File: src/rtl/decision_engine_mw.sv
// Picks the lowest-numbered unassigned variable from a free bitmap held in
// external memory, clears its bit with one read-modify-write, and reports it.
module decision_engine_mw #(
    parameter int VAR_NUM   = 32,
    parameter int WORD_W    = 8,
    parameter int ADDR_W    = 4,
    parameter int BASE_ADDR = 1,
    localparam int IDX_W    = $clog2(VAR_NUM)
) (
    input  logic              clock,
    input  logic              reset,
    input  logic              decision_en,
    input  logic              default_phase,
    output logic              mem_request,
    input  logic              mem_grant,
    output logic              data_read,
    output logic              data_write,
    output logic [ADDR_W-1:0] address,
    input  logic [WORD_W-1:0] rd_data,
    output logic [WORD_W-1:0] wr_data,
    output logic [IDX_W-1:0]  var_out,
    output logic              assignment,
    output logic              decision_finish,
    output logic              all_assigned,
    output logic              busy
);

    localparam int WORDS = VAR_NUM / WORD_W;
    localparam int PTR_W = (WORDS > 1) ? $clog2(WORDS) : 1;
    localparam int BIT_W = $clog2(WORD_W);
    localparam logic [PTR_W-1:0] LAST_PTR = PTR_W'(WORDS - 1);

    localparam logic [2:0] S_IDLE  = 3'd0;
    localparam logic [2:0] S_REQ   = 3'd1;
    localparam logic [2:0] S_READ  = 3'd2;
    localparam logic [2:0] S_CAPT  = 3'd3;
    localparam logic [2:0] S_SCAN  = 3'd4;
    localparam logic [2:0] S_WRITE = 3'd5;
    localparam logic [2:0] S_DONE  = 3'd6;

    logic [2:0]        state_q, state_d;
    logic [PTR_W-1:0]  ptr_q, ptr_d;
    logic              phase_q, phase_d;
    logic [WORD_W-1:0] buf_q, buf_d;
    logic [IDX_W-1:0]  var_q, var_d;
    logic              asg_q, asg_d;
    logic              all_q, all_d;
    logic              req_q, req_d;
    logic              rd_q, rd_d;
    logic              wr_q, wr_d;
    logic [ADDR_W-1:0] addr_q, addr_d;
    logic [WORD_W-1:0] wdata_q, wdata_d;
    logic              fin_q, fin_d;
    logic              busy_q, busy_d;

    logic              hit_found;
    logic [BIT_W-1:0]  hit_bit;

    // Descending scan so the last match written is the lowest set bit.
    always_comb begin
        hit_found = 1'b0;
        hit_bit   = '0;
        for (int i = WORD_W - 1; i >= 0; i--) begin
            if (buf_q[i]) begin
                hit_found = 1'b1;
                hit_bit   = BIT_W'(i);
            end
        end
    end

    always_comb begin
        state_d = state_q;
        ptr_d   = ptr_q;
        phase_d = phase_q;
        buf_d   = buf_q;
        var_d   = var_q;
        asg_d   = asg_q;
        all_d   = 1'b0;
        case (state_q)
            S_IDLE: begin
                if (decision_en) begin
                    ptr_d   = '0;
                    phase_d = default_phase;
                    state_d = S_REQ;
                end
            end
            S_REQ: begin
                if (mem_grant) begin
                    state_d = S_READ;
                end
            end
            S_READ: state_d = S_CAPT;
            S_CAPT: begin
                buf_d   = rd_data;
                state_d = S_SCAN;
            end
            S_SCAN: begin
                if (hit_found) begin
                    var_d   = IDX_W'(ptr_q) * IDX_W'(WORD_W) + IDX_W'(hit_bit);
                    asg_d   = phase_q;
                    state_d = S_WRITE;
                end else if (ptr_q == LAST_PTR) begin
                    all_d   = 1'b1;
                    state_d = S_DONE;
                end else begin
                    ptr_d   = ptr_q + PTR_W'(1);
                    state_d = S_READ;
                end
            end
            S_WRITE: state_d = S_DONE;
            S_DONE:  state_d = S_IDLE;
            default: state_d = S_IDLE;
        endcase
    end

    // Outputs are decoded from the next state so they line up with it once registered.
    always_comb begin
        req_d   = (state_d == S_REQ) || (state_d == S_READ) || (state_d == S_CAPT) ||
                  (state_d == S_SCAN) || (state_d == S_WRITE);
        rd_d    = (state_d == S_READ);
        wr_d    = (state_d == S_WRITE);
        addr_d  = (rd_d || wr_d) ? ADDR_W'(BASE_ADDR) + ADDR_W'(ptr_d) : '0;
        wdata_d = wr_d ? (buf_q & ~(WORD_W'(1) << hit_bit)) : '0;
        fin_d   = (state_d == S_DONE);
        busy_d  = (state_d != S_IDLE);
    end

    always_ff @(posedge clock or posedge reset) begin
        if (reset) begin
            state_q <= S_IDLE;
            ptr_q   <= '0;
            phase_q <= 1'b0;
            buf_q   <= '0;
            var_q   <= '0;
            asg_q   <= 1'b0;
            all_q   <= 1'b0;
            req_q   <= 1'b0;
            rd_q    <= 1'b0;
            wr_q    <= 1'b0;
            addr_q  <= '0;
            wdata_q <= '0;
            fin_q   <= 1'b0;
            busy_q  <= 1'b0;
        end else begin
            state_q <= state_d;
            ptr_q   <= ptr_d;
            phase_q <= phase_d;
            buf_q   <= buf_d;
            var_q   <= var_d;
            asg_q   <= asg_d;
            all_q   <= all_d;
            req_q   <= req_d;
            rd_q    <= rd_d;
            wr_q    <= wr_d;
            addr_q  <= addr_d;
            wdata_q <= wdata_d;
            fin_q   <= fin_d;
            busy_q  <= busy_d;
        end
    end

    assign mem_request     = req_q;
    assign data_read       = rd_q;
    assign data_write      = wr_q;
    assign address         = addr_q;
    assign wr_data         = wdata_q;
    assign var_out         = var_q;
    assign assignment      = asg_q;
    assign decision_finish = fin_q;
    assign all_assigned    = all_q;
    assign busy            = busy_q;

endmodule
File: config.mk
export PLATFORM = sky130hd
export DESIGN_NAME = decision_engine_mw
export DESIGN_NICKNAME = d
export VERILOG_FILES = /design/src/rtl/decision_engine_mw.sv
export SDC_FILE = /design/constraint.sdc
export NUM_CORES = 1
export LEC_CHECK = 0
export BUFFER_PORTS_ARGS = -buffer_cell sky130_fd_sc_hd__buf_4
export CORE_MARGIN = 4
export CORE_UTILIZATION = 40
export DETAILED_ROUTE_END_ITERATION = 12
export SLEW_MARGIN = 25
export SYNTH_ARGS = -nofsm -noshare
export SYNTH_HDL_FRONTEND = slang
export SYNTH_SLANG_ARGS = --single-unit
File: constraint.sdc
create_clock -name clock -period 2.3 [get_ports clock]
set_input_delay 0.575 -clock clock [delete_from_list [all_inputs] [get_ports clock]]
set_output_delay 0.575 -clock clock [all_outputs]
set_load 0.05 [all_outputs]
==> impl_metrics.tcl <==
set metrics [dict create \
    syn_avg_cell_area_sq_um 12.2 \
    cts_tree "built" \
    placement_rows 22 \
    vias 1117 \
    clock-sinks 37 \
    path_clk_slew_ns 0.07 \
    r2r-start "buf_q[4]$_DFFE_PP0P_" \
    fmax_mhz 513 \
    start_util 0.420 \
    cp-endpoint "address[1]$_DFF_PP0_" \
    synthTopCellsByArea "dfrtp_1, mux2_2, nand2_1" \
    clockBufferDepth 2 \
    skew_ns 0.00199 \
    status "completed" \
    clk_latency_ns 0.28 \
    yosysMostFrequentCell "dfrtp_1" \
    dp_cells 211 \
    grt_pass1_wl_um 5230 \
    pin_count 37 \
    met2_usage 0.198 \
    ys_async_sr_fraction 1.00 \
    die_h_um 70.7 \
    p_leak_nw 0.976 \
    cts_resized 0 \
    stdcell_count 219 \
    first_global_vias 1095 \
    ant_nets 0 \
    cts_setup_buffers 0 \
    htree_levels 2 \
    synth-seq-cells 37 \
    hold_buffers 0 \
    start_kind "register" \
    cts_inserted_buffers 5 \
    synth.largest_area_cell "dfrtp_1" \
    yosysWarningCount 0 \
    finalSetupViolCount 0 \
    core_area_sq_um 3740 \
    use_met1 0.173 \
    antennaDiodeCount 0 \
    regArea_sq_um 926 \
    synth_area_sq_um 1570 \
    crit_arrival_ns 2.10 \
    final_net_count 184 \
    gr-total-overflow 0 \
    drt-vias-per-instance 5.10 \
    drtIter0Drc 100 \
    grt_start_max_net_pins 38 \
    synth_flop_cell "dfrtp_1" \
    period_needed_ns 1.95 \
    met3_usage 0.0497 \
    dieArea_sq_um 5000 \
    reg2reg_to "address[1]$_DFF_PP0_" \
    synth_top_area_frac 0.588 \
    min_period_over_period 0.848 \
    cp_max_fo 6 \
    path_class "reg -> reg" \
    drive_gt1_frac 0.374 \
    fillCellCount 341 \
    synthCells 129 \
    reg2reg_slack_ns 0.35 \
    hold_violations 0 \
    cp-end-kind "register" \
    crit_path_start "buf_q[4]$_DFFE_PP0P_" \
    port_buffers 35 \
    drc 0 \
    die_w_um 70.7 \
    wl_per_cell_um 13.8 \
    slew_headroom 0.645 \
    maxSlewViolCount 0 \
    worst_pin_slew_ns 0.524 \
    holdWs_ns 0.395 \
    antenna_found_initial 0 \
    place_hpwl_um 2200 \
    busiest_layer "met2" \
    grt_setup_unrepaired "false" \
    peakVddDrop_mv 0.545 \
    track_usage 0.130 \
    worstPathRequired_ns 2.45 \
    maxCapViolations 0 \
    root_buffer "clkbuf_8" \
    r2r_cells 5 \
    first_pass_iters 4 \
    power_density_nw_per_um2 1440 \
    drt-total-wl_um 3020 \
    setup_tns_ns 0 \
    yosysUniqueCellTypes 42 \
    synth_edf_count 0 \
    synth_commonest_cells "dfrtp_1, nand2_1, mux2_2" \
    yosysSeqAreaShare 0.588 \
    syn_to_final_growth_pct 28.1 \
    place_congestion 0.823 \
    holdCritPathClass "in -> async" \
    multi_input_area_sq_um 613 \
]
-- registers in the layout, indices dropped and copies added, names as in the netlist, 2 cells and up --
signal   cells
address      3
wr_data      8
buf_q        8
var_out      5
ptr_q        2
state_q      3
-- per-layer routing --
layer,part of all wire,vias to the layer above
li1,-,550
met1,0.45,534
met2,0.47,31
met3,0.067,2
met4,0.0063,0
met5,0,-
-- cell type report --
cell class / count / area share
Multi-Input combinational cell: 84 / 0.304
Inverter: 4 / 0.00745
Sequential cell: 37 / 0.459
Clock buffer: 7 / 0.0428
Tap cell: 48 / 0.0298
Timing Repair Buffer: 38 / 0.142
Clock inverter: 1 / 0.0149
-- stage by stage --
step           cell area [sq um]  power, mW  utilization  setup slack, ns
2_1_floorplan               1580       2.00            -            0.556
3_3_place_gp                1900       2.33        0.507            0.405
3_5_place_dp                1900       2.35        0.507            0.355
4_1_cts                     2020       2.92        0.538            0.336
5_1_grt                     2020       3.09        0.538            0.198
6_report                    2020       2.90        0.538            0.350
-- how the worst min path moves through the flow --
stage / slack (ns) / to / startpoint / cells after the start
finish: 0.40 / data_write$_DFF_PP0_ / reset / 3
global route: 0.45 / var_out[4]$_DFFE_PP0N_ / reset / 3
CTS: 0.42 / data_write$_DFF_PP0_ / reset / 3
detailed placement: 0.48 / var_out[4]$_DFFE_PP0N_ / var_out[4]$_DFFE_PP0N_ / 2
global placement: 0.47 / var_out[4]$_DFFE_PP0N_ / var_out[4]$_DFFE_PP0N_ / 2
floorplan: 0.48 / assignment$_DFFE_PP0N_ / phase_q$_DFFE_PP0P_ / 1
-- power by group --
part           internal, mW  leakage [nW]  switching (mW)
logic                 0.456         0.446           0.730
clock network         0.353        0.0585           0.214
registers             0.872         0.472           0.273
total                  1.68         0.976            1.22
-- critical path: stages, from the launching register on --
cell       delay [ns]
dfrtp_1          0.43
nor4_2           0.52
nand3_1          0.19
a2bb2oi_1        0.27
ha_1             0.28
nor3b_1          0.13
-- kinds of logic after synthesis --
kind of cell,synth area share
muxes,0.0835
buffers and inverters,0.0246
other,0.00238
and+or+nand+nor,0.158
adders and majority gates,0.00795
DFF,0.588
AOI/OAI and AO/OA,0.135
-- cells in the final DEF (no fill, tap or decap), types with 2 or more instances in the layout --
cell type,count
dfrtp_1,37
a21oi_1,7
and3_1,2
or2_2,2
mux2_2,9
o211a_1,3
o21ai_0,5
nand2b_1,3
buf_4,38
conb_1,2
clkbuf_8,6
nor3_1,2
nor2_1,7
a221oi_1,2
nand2_1,11
mux2_4,2
inv_1,4
nor3b_1,2
o31ai_1,3
No activity file was read; power rests on OpenSTA's default activity.
